File: config.mk
export PLATFORM = sky130hd
export DESIGN_NAME = lcd_write_engine
export DESIGN_NICKNAME = d
export VERILOG_FILES = /design/src/rtl/lcd_write_engine.sv
export SDC_FILE = /design/constraint.sdc
export NUM_CORES = 1
export LEC_CHECK = 0
export CORE_ASPECT_RATIO = 1.5
export CORE_MARGIN = 2
export CORE_UTILIZATION = 58
export CTS_CLUSTER_SIZE = 14
export DETAILED_ROUTE_END_ITERATION = 16
export PLACE_DENSITY = 0.84
export SETUP_SLACK_MARGIN = 0.5
export SYNTH_ARGS = -nofsm -noshare
export SYNTH_HDL_FRONTEND = slang
export SYNTH_SLANG_ARGS = --single-unit
export TNS_END_PERCENT = 30
File: constraint.sdc
create_clock -name clk -period 3.6 [get_ports clk]
set_input_delay 1.08 -clock clk [delete_from_list [all_inputs] [get_ports clk]]
set_output_delay 1.08 -clock clk [all_outputs]
set_load 0.005 [all_outputs]
File: src/rtl/lcd_write_engine.sv
// Byte-wide HD44780 write engine: one byte per valid/ready handshake, 4-bit (two nibbles) or 8-bit bus.
// Latency: RS/DB driven the cycle after acceptance, E after SETUP_CYC; done pulses the cycle after the post-wait.
// Backpressure: in_ready is high only in IDLE; in_valid is ignored while busy and there is no queueing.
module lcd_write_engine #(
    parameter int SETUP_CYC      = 2,
    parameter int E_HIGH_CYC     = 12,
    parameter int NIBBLE_GAP_CYC = 50,
    parameter int CMD_WAIT_CYC   = 2000,
    parameter int LONG_WAIT_CYC  = 82000,
    parameter int CNT_W          = 17,
    parameter int BUS_8BIT       = 0
) (
    input  logic       clk,
    input  logic       reset,
    input  logic       in_valid,
    input  logic       in_rs,
    input  logic [7:0] in_data,
    output logic       in_ready,
    output logic       done,
    output logic       LCD_E,
    output logic       LCD_RS,
    output logic       LCD_RW,
    output logic [7:0] DB
);

    localparam logic [2:0] S_IDLE     = 3'd0;
    localparam logic [2:0] S_SETUP_HI = 3'd1;
    localparam logic [2:0] S_PULSE_HI = 3'd2;
    localparam logic [2:0] S_GAP      = 3'd3;
    localparam logic [2:0] S_SETUP_LO = 3'd4;
    localparam logic [2:0] S_PULSE_LO = 3'd5;
    localparam logic [2:0] S_WAIT     = 3'd6;

    // Terminal count of each timed state (delay - 1).
    localparam logic [CNT_W-1:0] SETUP_LAST = CNT_W'(SETUP_CYC - 1);
    localparam logic [CNT_W-1:0] E_LAST     = CNT_W'(E_HIGH_CYC - 1);
    localparam logic [CNT_W-1:0] GAP_LAST   = CNT_W'(NIBBLE_GAP_CYC - 1);
    localparam logic [CNT_W-1:0] CMD_LAST   = CNT_W'(CMD_WAIT_CYC - 1);
    localparam logic [CNT_W-1:0] LONG_LAST  = CNT_W'(LONG_WAIT_CYC - 1);

    logic [2:0]       state;
    logic [2:0]       state_nxt;
    logic [CNT_W-1:0] cnt;
    logic [CNT_W-1:0] cnt_last;
    logic [3:0]       lo_q;
    logic             long_q;
    logic             accept;
    logic             last;

    assign in_ready = (state == S_IDLE) & reset;
    assign accept   = in_valid & in_ready;
    assign last     = (cnt == cnt_last);

    // Select the terminal count for the state currently being timed.
    always_comb begin
        cnt_last = '0;
        case (state)
            S_SETUP_HI, S_SETUP_LO: cnt_last = SETUP_LAST;
            S_PULSE_HI, S_PULSE_LO: cnt_last = E_LAST;
            S_GAP:                  cnt_last = GAP_LAST;
            S_WAIT:                 cnt_last = long_q ? LONG_LAST : CMD_LAST;
            default:                cnt_last = '0;
        endcase
    end

    // Next-state sequencing; 8-bit mode skips the lower-nibble states entirely.
    always_comb begin
        state_nxt = state;
        case (state)
            S_IDLE:     if (accept) state_nxt = S_SETUP_HI;
            S_SETUP_HI: if (last)   state_nxt = S_PULSE_HI;
            S_PULSE_HI: if (last)   state_nxt = (BUS_8BIT != 0) ? S_WAIT : S_GAP;
            S_GAP:      if (last)   state_nxt = S_SETUP_LO;
            S_SETUP_LO: if (last)   state_nxt = S_PULSE_LO;
            S_PULSE_LO: if (last)   state_nxt = S_WAIT;
            S_WAIT:     if (last)   state_nxt = S_IDLE;
            default:                state_nxt = S_IDLE;
        endcase
    end

    // State, delay counter and registered LCD pins; pins only move on state transitions.
    always_ff @(posedge clk) begin
        if (!reset) begin
            state  <= S_IDLE;
            cnt    <= '0;
            lo_q   <= 4'h0;
            long_q <= 1'b0;
            LCD_E  <= 1'b0;
            LCD_RS <= 1'b0;
            LCD_RW <= 1'b0;
            DB     <= 8'h00;
            done   <= 1'b0;
        end else begin
            state  <= state_nxt;
            LCD_RW <= 1'b0;
            done   <= 1'b0;
            if (state_nxt != state) begin
                cnt <= '0;
            end else if (state != S_IDLE) begin
                cnt <= cnt + 1'b1;
            end
            case (state)
                S_IDLE: begin
                    if (accept) begin
                        lo_q   <= in_data[3:0];
                        // Clear (0x01) and return-home (0x02/0x03) need the long execution wait.
                        long_q <= ~in_rs & (in_data[7:2] == 6'd0);
                        LCD_RS <= in_rs;
                        DB     <= (BUS_8BIT != 0) ? in_data : {in_data[7:4], 4'h0};
                    end
                end
                S_SETUP_HI, S_SETUP_LO: begin
                    if (last) LCD_E <= 1'b1;
                end
                S_PULSE_HI, S_PULSE_LO: begin
                    if (last) LCD_E <= 1'b0;
                end
                S_GAP: begin
                    // Upper nibble is held through the gap for hold time, swapped only at its end.
                    if (last) DB <= {lo_q, 4'h0};
                end
                S_WAIT: begin
                    if (last) begin
                        done   <= 1'b1;
                        LCD_RS <= 1'b0;
                        DB     <= 8'h00;
                    end
                end
                default: begin
                    LCD_E <= 1'b0;
                end
            endcase
        end
    end

endmodule

==> results of run 1 <==
==> critical path, delay by kind of cell <==
kind	cells	cell delay, ps
buf+inv	2	700
simple gates	1	140
==> synthesized netlist by cell type, drive strengths merged, types with 2 or more instances <==
library cell / n
nand2: 36
dfxtp: 32
nor2: 26
o21ai: 15
nand3: 13
buf: 9
xor2: 9
clkbuf: 8
nor3: 8
nand4: 7
xnor2: 6
and3: 5
inv: 5
mux2i: 5
a22oi: 4
nor4: 4
o221ai: 4
a21oi: 3
and2: 3
nand3b: 3
o31ai: 3
a211oi: 2
nand2b: 2
or4: 2
==> cells by family after synthesis <==
family                   synth area share [%]
AO/OA/AOI/OAI                            15.0
XOR/XNOR                                 7.38
adder cells (fa/ha/maj)                 0.703
buffers and inverters                    5.98
flip-flops                               36.0
multiplexers                             2.81
other                                   0.211
AND/OR/NAND/NOR                          31.9
==> final timing paths <==
| kind | to | cells after the start | slack (ps) |
|---|---|---|---|
| hold reg to reg | lo_q[1]$_SDFFE_PN0P_ | 2 | 450 |
| setup reg to reg | DB[7]$_SDFFE_PN0P_ | 7 | 850 |
| hold / removal | lo_q[1]$_SDFFE_PN0P_ | 2 | 450 |
| setup / recovery | in_ready | 3 | 600 |
==> per-stage QoR <==
| step | total power, W | setup WS [ps] | cells |
|---|---|---|---|
| 3_5_place_dp | 0.000997 | 329 | 280 |
| 3_3_place_gp | 0.000983 | 341 | 280 |
| 6_report | 0.00130 | 600 | 287 |
| 4_1_cts | 0.00130 | 595 | 287 |
| 5_1_grt | 0.00139 | 550 | 287 |
| 2_1_floorplan | 0.000849 | 1080 | 235 |
==> layer usage <==
layer / track usage, % / wire (um)
met1: 27.9 / 1600
met2: 41.7 / 2070
met3: 6.67 / 152
met4: 14.6 / 93
met5: 0 / 0
==> area by class of cell <==
cell class / count / area [um2] / share of cell area, %
Clock buffer: 7 / 96.3 / 4.65
Inverter: 5 / 18.8 / 0.906
Multi-Input combinational cell: 181 / 1050 / 50.6
Tap cell: 39 / 48.8 / 2.36
Sequential cell: 32 / 641 / 30.9
Timing Repair Buffer: 23 / 219 / 10.6
==> sequential cells by signal (all words and copies together) (netlist names) <==
| signal | flops |
|---|---|
| state | 3 |
| long_q | 1 |
| LCD_E | 1 |
| done | 1 |
| lo_q | 4 |
| LCD_RS | 1 |
| cnt | 17 |
| DB | 4 |
==> layout by cell type (no fill, tap or decap), types with 2 or more instances in the layout <==
cell type,n
dfxtp_1,32
o21ai_1,3
a22oi_1,4
conb_1,5
nand3_1,13
clkbuf_8,7
a21oi_1,3
mux2i_1,5
nand2_1,36
or4_1,2
o31ai_1,2
buf_4,4
nor2_1,26
clkdlybuf4s50_1,18
nor4_1,4
a211oi_1,2
nand3b_1,3
xnor2_1,6
nand4_1,7
o221ai_1,4
o21ai_0,12
and2_1,3
and3_1,5
nor3_1,7
inv_1,5
nand2b_1,2
xor2_1,9
==> where the power goes <==
group / switching (W) / internal [W] / leakage (nW)
sequential: 0.0000752 / 0.000403 / 0.260
combinational: 0.000302 / 0.000215 / 0.471
clock: 0.000134 / 0.000170 / 0.0503
==> flow_summary.toml, run 1 <==
[critical_path]
crit_path_end_kind = "primary output"
path_cells = "clkdlybuf4s50_1 -> and2_1 -> dlygate4sd2_1"
setup.worst_path.start = "reset"
r2r_start = "state[2]$_SDFF_PN0_"
cp_max_fo = 2
path_class = "input pin to primary output"
cp.arrival_ps = 1920
required_ps = 2520
cp_slowest_cell = "clkdlybuf4s50_1"
start_kind = "input pin"
cp_slowest_stage_delay_ps = 470

[placement]
dp_hpwl_um = 2680
port_buffers = 19
postPlaceCellArea_um2 = 1980
gp_congestion = 0.824

[clock_tree]
root_buffer = "clkbuf_8"
cts_resized = 1
cts_setup_buffers = 0
clock_latency_ps = 290
hold_buffers = 0
path_clk_slew_ps = 60
cts_tree = "built"
cts_sinks = 32
cts-buffers-inserted = 5
htree_levels = 2
cts.path.max_buffers = 2

[sta]
setup_viol = 0
rsz0062_at_grt = "false"
clock_skew_ps = 7.31
drv_slew = 0
tightestPinTransition_ps = 543
finalCritPeriodShare_pct = 83.3
fin_tns_setup_ps = 0
max_freq_mhz = 333
relSlewSlack_pct = 63.6
fin_crit_ps = 3000
hold_viol = 0
hold-worst-slack_ps = 449

[run_status]
outcome = "complete, no violations"

[yosys]
synth_area_leaders = "dfxtp_1 36%, nand2_1 7.6%, nor2_1 5.5%"
ys_types = 45
async_reset_ff_share_pct = 0
avgSynthCellArea_um2 = 7.70
synth_edf_count = 0
synth.top_cell.area_share_pct = 36.0
yosysSeqAreaShare_pct = 36.0
synth_area_leader_cell = "dfxtp_1"
synth_top_flop_cell = "dfxtp_1"
yosysWarnings = 0
syn_inst = 231
ys_seq_elements = 32
syn_area_um2 = 1780

[floorplan]
fp.dieW_um = 49.2
rows = 24
die-area_um2 = 3540
initial_utilization_pct = 61.1
fp.coreArea_um2 = 2910
io_pins = 25
die_h_um = 71.8

[layout]
areaGrowthSynthToFinish_pct = 16.4
layout-drive-gt1-share_pct = 5.24
fin_util_pct = 71.1
diodes = 0
num-nets-final = 261
final_area_um2 = 2070
fillers = 265

[routing]
via_per_inst = 5.79
antenna_left = 0
vias = 1662
drt-initial-drc-count = 49
wl_um = 3920
wl_per_cell_um = 13.6
drc = 0
dr.pass1.iters = 4

[min_path]
min-delay-start = "lo_q[1]$_SDFFE_PN0P_"
worstHoldPathType = "register to register"

[pwr]
max-vdd-ir-drop_mv = 0.617
power_density_nw_per_um2 = 627
total_leakage_power_nw = 0.781

[global_routing]
antenna_found_initial = 0
grt_pass1_vias = 1513
grt_pass1_wl_um = 6680
grt_max_degree = 26
grt-ovfl-total = 0
grt_usage_pct = 24.8

[job]
maxCapViolCount = 0
No activity file was read; power rests on OpenSTA's default activity.
==> inputs of run 2 (changes only) <==
--- a/config.mk
+++ b/config.mk
@@ -7,10 +7,10 @@
 export LEC_CHECK = 0
 export CORE_ASPECT_RATIO = 1.5
 export CORE_MARGIN = 2
-export CORE_UTILIZATION = 58
+export CORE_UTILIZATION = 49
 export CTS_CLUSTER_SIZE = 14
 export DETAILED_ROUTE_END_ITERATION = 16
-export PLACE_DENSITY = 0.84
+export PLACE_DENSITY = 0.76
 export SETUP_SLACK_MARGIN = 0.5
 export SYNTH_ARGS = -nofsm -noshare
 export SYNTH_HDL_FRONTEND = slang
==> constraint.sdc (replaced) <==
create_clock -name clk -period 2.4 [get_ports clk]
set_input_delay 0.72 -clock clk [delete_from_list [all_inputs] [get_ports clk]]
set_output_delay 0.72 -clock clk [all_outputs]
set_load 0.005 [all_outputs]
==> flow_summary.toml, run 2 (synthesized netlist as in run 1, its figures left out) <==
[run_status]
outcome = "complete, no violations"

[floorplan]
die_h_um = 77.8
io_pins = 25
die-area_um2 = 4140
rows = 26
fp.coreArea_um2 = 3450
initial_utilization_pct = 51.6
fp.dieW_um = 53.2

[clock_tree]
cts_sinks = 32
clock_latency_ps = 290
cts.path.max_buffers = 2
root_buffer = "clkbuf_8"
path_clk_slew_ps = 70
cts_tree = "built"
htree_levels = 2
hold_buffers = 0
cts-buffers-inserted = 5

[placement]
postPlaceCellArea_um2 = 2060
dp.cells = 291
gp_congestion = 0.839
port_buffers = 19
post-place-ws_ps = -145
dp_hpwl_um = 2950

[global_routing]
antenna_found_initial = 0
grt_pass1_wl_um = 7110
grt_max_degree = 26
grt_usage_pct = 22.6
use_met1_pct = 25.3
grt-ovfl-total = 0
grt_pass1_vias = 1634
busiest_layer = "met2"
use_met2_pct = 40.6
grt_util_met3_pct = 4.62

[pwr]
power_density_nw_per_um2 = 1030
total_leakage_power_nw = 0.873
report.power.total_w = 0.00236
max-vdd-ir-drop_mv = 1.14

[layout]
regMostFlops = "cnt"
layout-drive-gt1-share_pct = 16.4
num-nets-final = 274
final_cell_mix = "36 x nand2_1, 26 x dfxtp_1, 26 x nor2_1"
mostFrequentLayoutCell = "nand2_1"
areaGrowthSynthToFinish_pct = 28.4
fillers = 323
diodes = 0
reg_top3 = "cnt: 17 flops, DB: 4 flops, lo_q: 4 flops"
final_cells = 304
largest_reg_flops = 17
final_area_um2 = 2280

[critical_path]
r2r_start = "state[2]$_SDFF_PN0_"
r2r_setup_slack_ps = 240
path_class = "register to register"
reg2reg_depth = 7
cp_max_fo = 5
regToRegEndpoint = "state[2]$_SDFF_PN0_"
crit_path_end_kind = "register"
start_kind = "register"
cp.arrival_ps = 2350
required_ps = 2590

[routing]
wl_per_cell_um = 14.2
wl_um = 4310
drt-initial-drc-count = 39
antenna_left = 0
drc = 0
dr.pass1.iters = 4
via_per_inst = 5.62
vias = 1709

[sta]
finalCritPeriodShare_pct = 89.9
hold_viol = 0
setup_viol = 0
drv_slew = 0
setup_ws_ps = 243
rsz0062_at_grt = "true"
fin_crit_ps = 2160
clock_skew_ps = 5.71
max_freq_mhz = 464
hold-worst-slack_ps = 461

[min_path]
hold_end = "lo_q[0]$_SDFFE_PN0P_"
hold_depth = 2
min-delay-start = "lo_q[0]$_SDFFE_PN0P_"
worstHoldPathType = "register to register"

[job]
maxCapViolCount = 0
==> run 2: changes by cell type in the layout (fill, tap and decap cells not counted), moves of 2 or more <==
cell	previous run	this run
dfxtp_1	32	26
dfxtp_2	0	6
o221ai_2	0	2
o221ai_1	4	2
clkbuf_8	7	5
buf_4	4	13
buf_6	0	4
==> run 2: critical path: stages, from the launching register on <==
cell and delay (ps):
dfxtp_2 340, nor4bb_4 150, or4_1 400, a211o_1 290
a31o_4 250, buf_6 140, or2_1 250, o311ai_2 240
==> run 2: final cells by class <==
class                      count  area (um2)  area share, %
inverter                       5        18.8          0.821
tap                           42        52.6           2.30
clock inverter                 2        35.0           1.53
sequential                    32         648           28.4
timing repair buffer          36         333           14.6
clock buffer                   6        72.6           3.18
multi-input combinational    181        1120           49.2
==> run 2: what timing repair did <==
| item | CTS | global route |
|---|---|---|
| setup buffers | 4 | 1 |
| setup endpoints to repair | 27 | 29 |
| pin swaps | 2 | 2 |
| resized for setup | 15 | 10 |
==> run 2: worst max path at each step <==
stage                        startpoint                   to
finish              state[2]$_SDFF_PN0_  state[2]$_SDFF_PN0_
global route        state[2]$_SDFF_PN0_  state[2]$_SDFF_PN0_
CTS                 state[2]$_SDFF_PN0_   DB[4]$_SDFFE_PN0P_
detailed placement                reset             in_ready
global placement                  reset             in_ready
floorplan           state[1]$_SDFF_PN0_   DB[4]$_SDFFE_PN0P_
==> run 2: metal layers <==
| layer | up-vias | part of all wire [%] |
|---|---|---|
| met5 | - | 0 |
| met4 | 0 | 1.3 |
| met3 | 5 | 3.7 |
| met2 | 34 | 56 |
| met1 | 804 | 39 |
| li1 | 866 | - |
==> run 2: through the flow <==
step           utilization, %  setup TNS, ps
5_1_grt                  66.3              0
3_3_place_gp             59.6           -139
6_report                 66.3              0
3_5_place_dp             59.6           -145
4_1_cts                  64.9              0
2_1_floorplan               -              0
==> run 2: report_power, final <==
| part | leakage (nW) | internal (W) | total [W] | switching, W |
|---|---|---|---|---|
| sequential | 0.262 | 0.000609 | 0.000675 | 0.0000664 |
| combinational | 0.555 | 0.000549 | 0.00117 | 0.000622 |
| clock | 0.0552 | 0.000308 | 0.000510 | 0.000202 |
| total | 0.873 | 0.00147 | 0.00236 | 0.000890 |
